$ cat src/rtl/r2r_dac_pkg.sv
// Shared mode and direction encodings for the R2R ladder waveform generator.
package r2r_dac_pkg;

  typedef enum logic [1:0] {
    MODE_EXT = 2'd0,
    MODE_SAW = 2'd1,
    MODE_TRI = 2'd2,
    MODE_SQR = 2'd3
  } mode_e;

  typedef enum logic {
    DIR_UP   = 1'b0,
    DIR_DOWN = 1'b1
  } dir_e;

endpackage

$ cat src/rtl/r2r_step_divider.sv
// Programmable step divider: counts 0..div and raises step_en on the terminal count.
module r2r_step_divider #(
  parameter int DIV_W = 8
) (
  input  logic             clk,
  input  logic             rst,
  input  logic             clr_i,
  input  logic             run_i,
  input  logic             load_i,
  input  logic [DIV_W-1:0] div_data_i,
  output logic             step_en_o
);

  logic [DIV_W-1:0] div_q, div_d;
  logic [DIV_W-1:0] cnt_q, cnt_d;

  // A clear (mode change) outranks a load, which in turn suppresses a due step.
  always_comb begin
    div_d     = div_q;
    cnt_d     = cnt_q;
    step_en_o = 1'b0;
    if (clr_i) begin
      cnt_d = '0;
    end else if (load_i) begin
      div_d = div_data_i;
      cnt_d = '0;
    end else if (!run_i) begin
      cnt_d = '0;
    end else if (cnt_q == div_q) begin
      cnt_d     = '0;
      step_en_o = 1'b1;
    end else begin
      cnt_d = cnt_q + 1'b1;
    end
  end

  always_ff @(posedge clk) begin
    if (rst) begin
      div_q <= '0;
      cnt_q <= '0;
    end else begin
      div_q <= div_d;
      cnt_q <= cnt_d;
    end
  end

endmodule

$ cat src/rtl/r2r_dac_wavegen.sv
// R2R ladder waveform generator: EXT / SAW / TRI / SQR with step and wrap strobes.
// Optional amplitude port enabled by defining R2R_WAVEGEN_AMP_EN.
module r2r_dac_wavegen
  import r2r_dac_pkg::*;
#(
  parameter int DAC_W = 4,
  parameter int DIV_W = 8
) (
  input  logic             clk,
  input  logic             rst,
  input  logic [1:0]       mode,
  input  logic [DAC_W-1:0] data,
  input  logic [DIV_W-1:0] div_data,
  input  logic             load_divider,
`ifdef R2R_WAVEGEN_AMP_EN
  input  logic [DAC_W-1:0] amp,
`endif
  output logic [DAC_W-1:0] r2r_out,
  output logic             step,
  output logic             wrap
);

  localparam logic [DAC_W-1:0] ONE = {{(DAC_W-1){1'b0}}, 1'b1};

  logic [DAC_W-1:0] peak;
  logic [1:0]       mode_q;
  logic             mode_chg;
  logic             step_en;
  logic [DAC_W-1:0] phase_q, phase_d;
  dir_e             dir_q, dir_d;
  logic [DAC_W-1:0] r2r_out_q, r2r_out_d;
  logic             step_q, step_d;
  logic             wrap_q, wrap_d;

`ifdef R2R_WAVEGEN_AMP_EN
  assign peak = amp;
`else
  assign peak = '1;
`endif

  assign mode_chg = (mode != mode_q);

  r2r_step_divider #(.DIV_W(DIV_W)) u_div (
    .clk        (clk),
    .rst        (rst),
    .clr_i      (mode_chg),
    .run_i      (mode != MODE_EXT),
    .load_i     (load_divider),
    .div_data_i (div_data),
    .step_en_o  (step_en)
  );

  always_comb begin
    phase_d   = phase_q;
    dir_d     = dir_q;
    r2r_out_d = r2r_out_q;
    step_d    = 1'b0;
    wrap_d    = 1'b0;
    if (mode_chg) begin
      phase_d   = '0;
      dir_d     = DIR_UP;
      r2r_out_d = '0;
    end else if (mode == MODE_EXT) begin
      r2r_out_d = data;
    end else if (step_en) begin
      step_d = 1'b1;
      case (mode)
        MODE_TRI: begin
          // An UP phase already at or above PEAK (PEAK lowered) turns around immediately.
          if (dir_q == DIR_UP) begin
            if (peak == '0) begin
              phase_d = '0;
              wrap_d  = 1'b1;
            end else if (phase_q >= peak) begin
              phase_d = phase_q - ONE;
              dir_d   = DIR_DOWN;
            end else begin
              phase_d = phase_q + ONE;
              if (phase_d >= peak) dir_d = DIR_DOWN;
            end
          end else if (phase_q <= ONE) begin
            phase_d = '0;
            dir_d   = DIR_UP;
            wrap_d  = 1'b1;
          end else begin
            phase_d = phase_q - ONE;
          end
        end
        default: begin
          if (phase_q >= peak) begin
            phase_d = '0;
            wrap_d  = 1'b1;
          end else begin
            phase_d = phase_q + ONE;
          end
        end
      endcase
      if (mode == MODE_SQR) r2r_out_d = (phase_d > (peak >> 1)) ? peak : '0;
      else                  r2r_out_d = phase_d;
    end
  end

  always_ff @(posedge clk) begin
    if (rst) begin
      phase_q   <= '0;
      dir_q     <= DIR_UP;
      r2r_out_q <= '0;
      step_q    <= 1'b0;
      wrap_q    <= 1'b0;
    end else begin
      phase_q   <= phase_d;
      dir_q     <= dir_d;
      r2r_out_q <= r2r_out_d;
      step_q    <= step_d;
      wrap_q    <= wrap_d;
    end
  end

  // Tracking the live mode through reset avoids a spurious mode change on release.
  always_ff @(posedge clk) begin
    mode_q <= mode;
  end

  assign r2r_out = r2r_out_q;
  assign step    = step_q;
  assign wrap    = wrap_q;

endmodule

$ cat config.mk
export PLATFORM = sky130hd
export DESIGN_NAME = r2r_dac_wavegen
export DESIGN_NICKNAME = d
export VERILOG_FILES = /design/src/rtl/r2r_dac_pkg.sv /design/src/rtl/r2r_step_divider.sv /design/src/rtl/r2r_dac_wavegen.sv
export SDC_FILE = /design/constraint.sdc
export NUM_CORES = 1
export LEC_CHECK = 0
export CORE_UTILIZATION = 47
export CTS_CLUSTER_SIZE = 10
export DETAILED_ROUTE_END_ITERATION = 10
export PLACE_DENSITY = 0.8
export SETUP_SLACK_MARGIN = 0.15
export SYNTH_ARGS = -nofsm -noshare
export SYNTH_HDL_FRONTEND = slang
export SYNTH_SLANG_ARGS = --single-unit
$ cat constraint.sdc
create_clock -name clk -period 2.1 [get_ports clk]
set_input_delay 0.63 -clock clk [delete_from_list [all_inputs] [get_ports clk]]
set_output_delay 0.63 -clock clk [all_outputs]
set_load 0.05 [all_outputs]
# == Word level (Yosys, flattened, before mapping) ==
# Cells that the tools add are included.
# classes
add_sub_neg,3
magnitude_cmp,4
eq_ne,4
n_mux,25
bitwise,4
reduce_logical,10
# op_table
cell,n
two-way mux 4 bit,12
two-way mux 1 bit,13
adder 8 x 1 -> 8 bit (second input constant),1
== test 8 bit,1
>= comparator 4 bit (second input constant),2
OR reduction 5 bit,1
adder 4 x 1 -> 4 bit (second input constant),1
== test 2 bit (second input constant),2
greater-than comparator 4 x 3 -> 1 bit (second input constant),1
<= comparator 4 x 1 -> 1 bit (second input constant),1
inverter 1 bit,4
AND reduction 2 bit,2
nonzero test 2 bit,2
OR reduction 4 bit,1
subtractor 4 x 1 -> 4 bit (second input constant),1
AND reduction 3 bit,1
OR reduction 3 bit,1
zero test 2 bit,1
!= test 2 bit,1
OR reduction 2 bit,1
# word_totals
reg_bits,29
inputBits,17
output_inout_bits,6

# == Logic depth before layout (Yosys ltp) ==
# logic_depth
depth_word,13
mapped_depth,7

# == Modules after synthesis ==
# Synthesis repeated with hierarchy kept, for this count alone.
# unflattened
cells_unflattened,182
area_unflattened_um2,1721.7
# by_module_without_submodules
module,n_inst,cells_per_inst,area_per_inst_um2
r2r_dac_wavegen,1,109,960.9
r2r_step_divider,1,73,760.7

# == Worst setup path after synthesis ==
# Ideal clock, no wire load.
# synth_path
path_kind,input -> register
from,input port mode[1]
to,register dir_q
arrival_ns,1.701
required_ns,1.970
setup_slack_ns,0.269
stages,6
path_buffers,1
cell_sequence,nand2b_1 > o32a_1 > nand3b_4 > buf_6 > nor3_1 > nor3b_1
# synth_via
elab_chain_len,5
# synth_lines
element,line,source
from (decl),r2r_dac_wavegen.sv:11,"input logic [1:0] mode,"
nonzero test 2 bit,r2r_dac_wavegen.sv:47,".run_i (mode != MODE_EXT),"
two-way mux 1 bit,r2r_step_divider.sv:27,end else if (!run_i) begin
two-way mux 1 bit,r2r_step_divider.sv:24,end else if (load_i) begin
two-way mux 1 bit,r2r_step_divider.sv:22,if (clr_i) begin
AND reduction 3 bit (no source line),--,
to (signal assigned),r2r_dac_wavegen.sv:112,dir_q <= dir_d;
to (decl),r2r_dac_wavegen.sv:30,"dir_e dir_q, dir_d;"
# Parallel ways exist; a longest one is shown, timed or not.
# A chain may end at the register's enable or synchronous reset.

# == Worst setup path after layout ==
# layout_path
from,input port mode[0]
to,"register r2r_out_q[0], in the netlist r2r_out[0]"
# layout_via
elab_chain_len,10
# layout_lines
element,line,source
== test 2 bit,r2r_dac_wavegen.sv:67,case (mode)
two-way mux 4 bit,r2r_dac_wavegen.sv:67,
two-way mux 4 bit,r2r_dac_wavegen.sv:65,end else if (step_en) begin
two-way mux 4 bit,r2r_dac_wavegen.sv:63,end else if (mode == MODE_EXT) begin
two-way mux 4 bit,r2r_dac_wavegen.sv:59,if (mode_chg) begin
greater-than comparator 4 x 3 -> 1 bit,r2r_dac_wavegen.sv:98,if (mode == MODE_SQR) r2r_out_d = (phase_d > (peak >> 1)) ? peak : '0;
two-way mux 4 bit (2 in a row),r2r_dac_wavegen.sv:98,
two-way mux 4 bit,r2r_dac_wavegen.sv:65,
two-way mux 4 bit,r2r_dac_wavegen.sv:63,
to (signal assigned),r2r_dac_wavegen.sv:113,r2r_out_q <= r2r_out_d;
to (decl),r2r_dac_wavegen.sv:31,"logic [DAC_W-1:0] r2r_out_q, r2r_out_d;"
# Parallel ways exist; a longest one is shown, timed or not. The select of a mux whose other input is x is not followed.

==> flow_metrics.tcl <==
set metrics [dict create \
    rsz0062_at_grt "false" \
    grt_pass1_vias 1411 \
    drtIter0Drc 67 \
    outcome "finished clean" \
    drv_cap 0 \
    syn_inst 177 \
    fin_crit_ns 1.85 \
    die-area_um2 3650 \
    synth-edff-count 0 \
    worstMarginPinSlew_ns 0.485 \
    power.density_nw_per_um2 578 \
    vias_per_cell 5.48 \
    async_reset_ff_share_pct 0 \
    die_y_um 60.4 \
    avgRoutedWirePerCell_um 14.5 \
    path_class "primary input to flop" \
    drv_slew 0 \
    grt_pass1_wl_um 6360 \
    core_area_um2 3150 \
    clockBufferDepth 2 \
    ys_ff_latch 29 \
    clock_latency_ns 0.34 \
    tns_ns 0 \
    cp_max_fo 12 \
    drt_wl_total_um 3810 \
    yosysTopAreaCellShare_pct 36.3 \
    place_hpwl_um 2730 \
    timing.final.crit_share_pct 88.3 \
    max_slew_margin_pct 67.8 \
    synth_area_um2 1600 \
    yosysUniqueCellTypes 44 \
    timing.fmax_mhz 539 \
    route.detailed.drc 0 \
    cp.arrival_ns 2.08 \
    vdd_drop_max_uv 478 \
    clkTransAtPathRegs_ns 0.09 \
    synthTopCellsByArea "dfxtp_1 (36%), xor2_1 (8.8%), mux2i_1 (6.3%), nor2_1 (6.1%), ha_1 (3.9%)" \
    dr.pass1.iters 4 \
    cts_sinks 29 \
    synth_nets 199 \
    gp_congestion 0.924 \
    port-buffer-count 22 \
    htreeDepth 2 \
    fin_total_pwr_uw 1210 \
    antenna_cells 0 \
    via_count 1435 \
    synth_area_leader_cell "dfxtp_1" \
    post-route-util_pct 66.1 \
    fp.dieW_um 60.4 \
    worst_ep_required_time_ns 2.33 \
    postCtsHoldBufs 0 \
    tritoncts "done" \
    numCtsBuffers 5 \
    root_buffer "clkbuf_4" \
    grt_start_max_net_pins 14 \
    num_rows 20 \
    syn_to_final_growth_pct 30.2 \
    hold_viol 0 \
    ant_nets 0 \
    antenna_found_initial 0 \
    hold_ws_ns 0.524 \
    initial_core_util_pct 50.8 \
    p_leak_uw 0.000954 \
    finalSetupViolCount 0 \
    synth_flop_cell "dfxtp_1" \
    crit_path_end_kind "flop" \
    avgSynthCellArea_um2 9.05 \
    overflow 0 \
    seq_area_frac_synth_pct 36.2 \
    clock_skew_ns 0.0156 \
    grt_usage_pct 24.6 \
    nets 240 \
    drive_above_1_share_pct 19.3 \
    pin_count 23 \
    hold_class "flop to flop" \
    yosysWarnings 0 \
    start_kind "primary input" \
]
synth_stat cells (2+ instances only):
library cell	number
xor2_1	16
a31oi_1	2
inv_1	4
nor2_1	26
and2_1	2
buf_2	3
clkbuf_1	3
mux2i_1	10
nor3_1	7
nor3b_1	3
nand2b_1	3
nor2b_1	2
a21oi_1	4
ha_1	5
nand2_1	5
a22oi_1	3
and3_1	4
xnor2_1	4
o21bai_1	3
o21ai_0	4
dfxtp_1	29
o21a_1	2
nand3b_1	6
nor4_4	2
nand3_1	6
power by group:
part	switching, µW	leakage [µW]	internal (µW)
Clock	208	0.0000410	242
Sequential	10.1	0.000236	562
Combinational	87.5	0.000677	95.7
Total	306	0.000954	900
state kept, by name (all words and copies together) (netlist names):
signal,cells
u_div.cnt_q,8
u_div.div_q,8
phase_q,4
r2r_out,4
mode_q,2
dir_q,1
step,1
wrap,1
layout by cell type, fill, tap and decap left out, types with 6 or more instances in the layout:
master           count
buf_4               23
clkdlybuf4s50_1     13
nor3_1               7
nand3b_1             6
dfxtp_1             28
xor2_1              16
mux2i_1             10
nor2_1              26
nand3_1              6
routing by layer:
layer / part of all wire (%) / vias to the layer above / global-route usage (%) / wire (µm)
li1: - / 706 / - / -
met1: 43 / 669 / 29.8 / 1640
met2: 48 / 49 / 38.1 / 1830
met3: 6.1 / 11 / 8.74 / 234
met4: 2.8 / 0 / 13.0 / 106
met5: 0 / - / 0 / 0
critical path, stage by stage:
cell and delay, ns:
dlygate4sd2_1 0.29, buf_4 0.19, nand3b_1 0.17, o32ai_2 0.33, nor2_1 0.10, o22a_1 0.20
o21a_1 0.16
worst paths after layout:
path | from | endpoint | slack [ns] | cells after the start
worst max-delay path | mode[0] | r2r_out[0] | 0.25 | 7
worst min register to register | u_div.cnt_q[0] | u_div.cnt_q[0] | 0.52 | 1
worst max register to register | phase_q[0] | r2r_out[1] | 0.29 | 7
worst min-delay path | u_div.cnt_q[0] | u_div.cnt_q[0] | 0.52 | 1
cells by family after synthesis:
group                      synth area share, %
and+or+nand+nor                           25.5
AOI/OAI and AO/OA                         13.7
DFF                                       36.3
xor gates and xnor gates                  10.9
buffers and inverters                     3.51
muxes                                     6.25
adders and majority gates                 3.91
per-stage QoR:
step / area (µm²) / instances / worst slack, ns
after floorplan: 1600 / 177 / 0.269
final: 2080 / 262 / 0.246
after global placement: 1960 / 252 / -0.252
after global routing: 2080 / 262 / 0.154
after detailed placement: 1960 / 252 / -0.334
after CTS: 2080 / 262 / 0.252
final cells by class:
cell class / instances / area, µm²
fillers: 280 / 1070
clock inverters: 2 / 35.0
flip-flops and latches: 29 / 582
well taps: 44 / 55.1
repair buffers: 42 / 369
inverters: 4 / 15.0
clock buffers: 5 / 37.5
multi-input cells: 136 / 991
timing repair:
action	in CTS	in global routing
buffers inserted	3	0
endpoints found under the setup margin	8	1
endpoints found under the hold margin	0	0
resized for setup	9	1
pin swaps	2	0
Note: power is estimated with default switching activity, not from simulation.
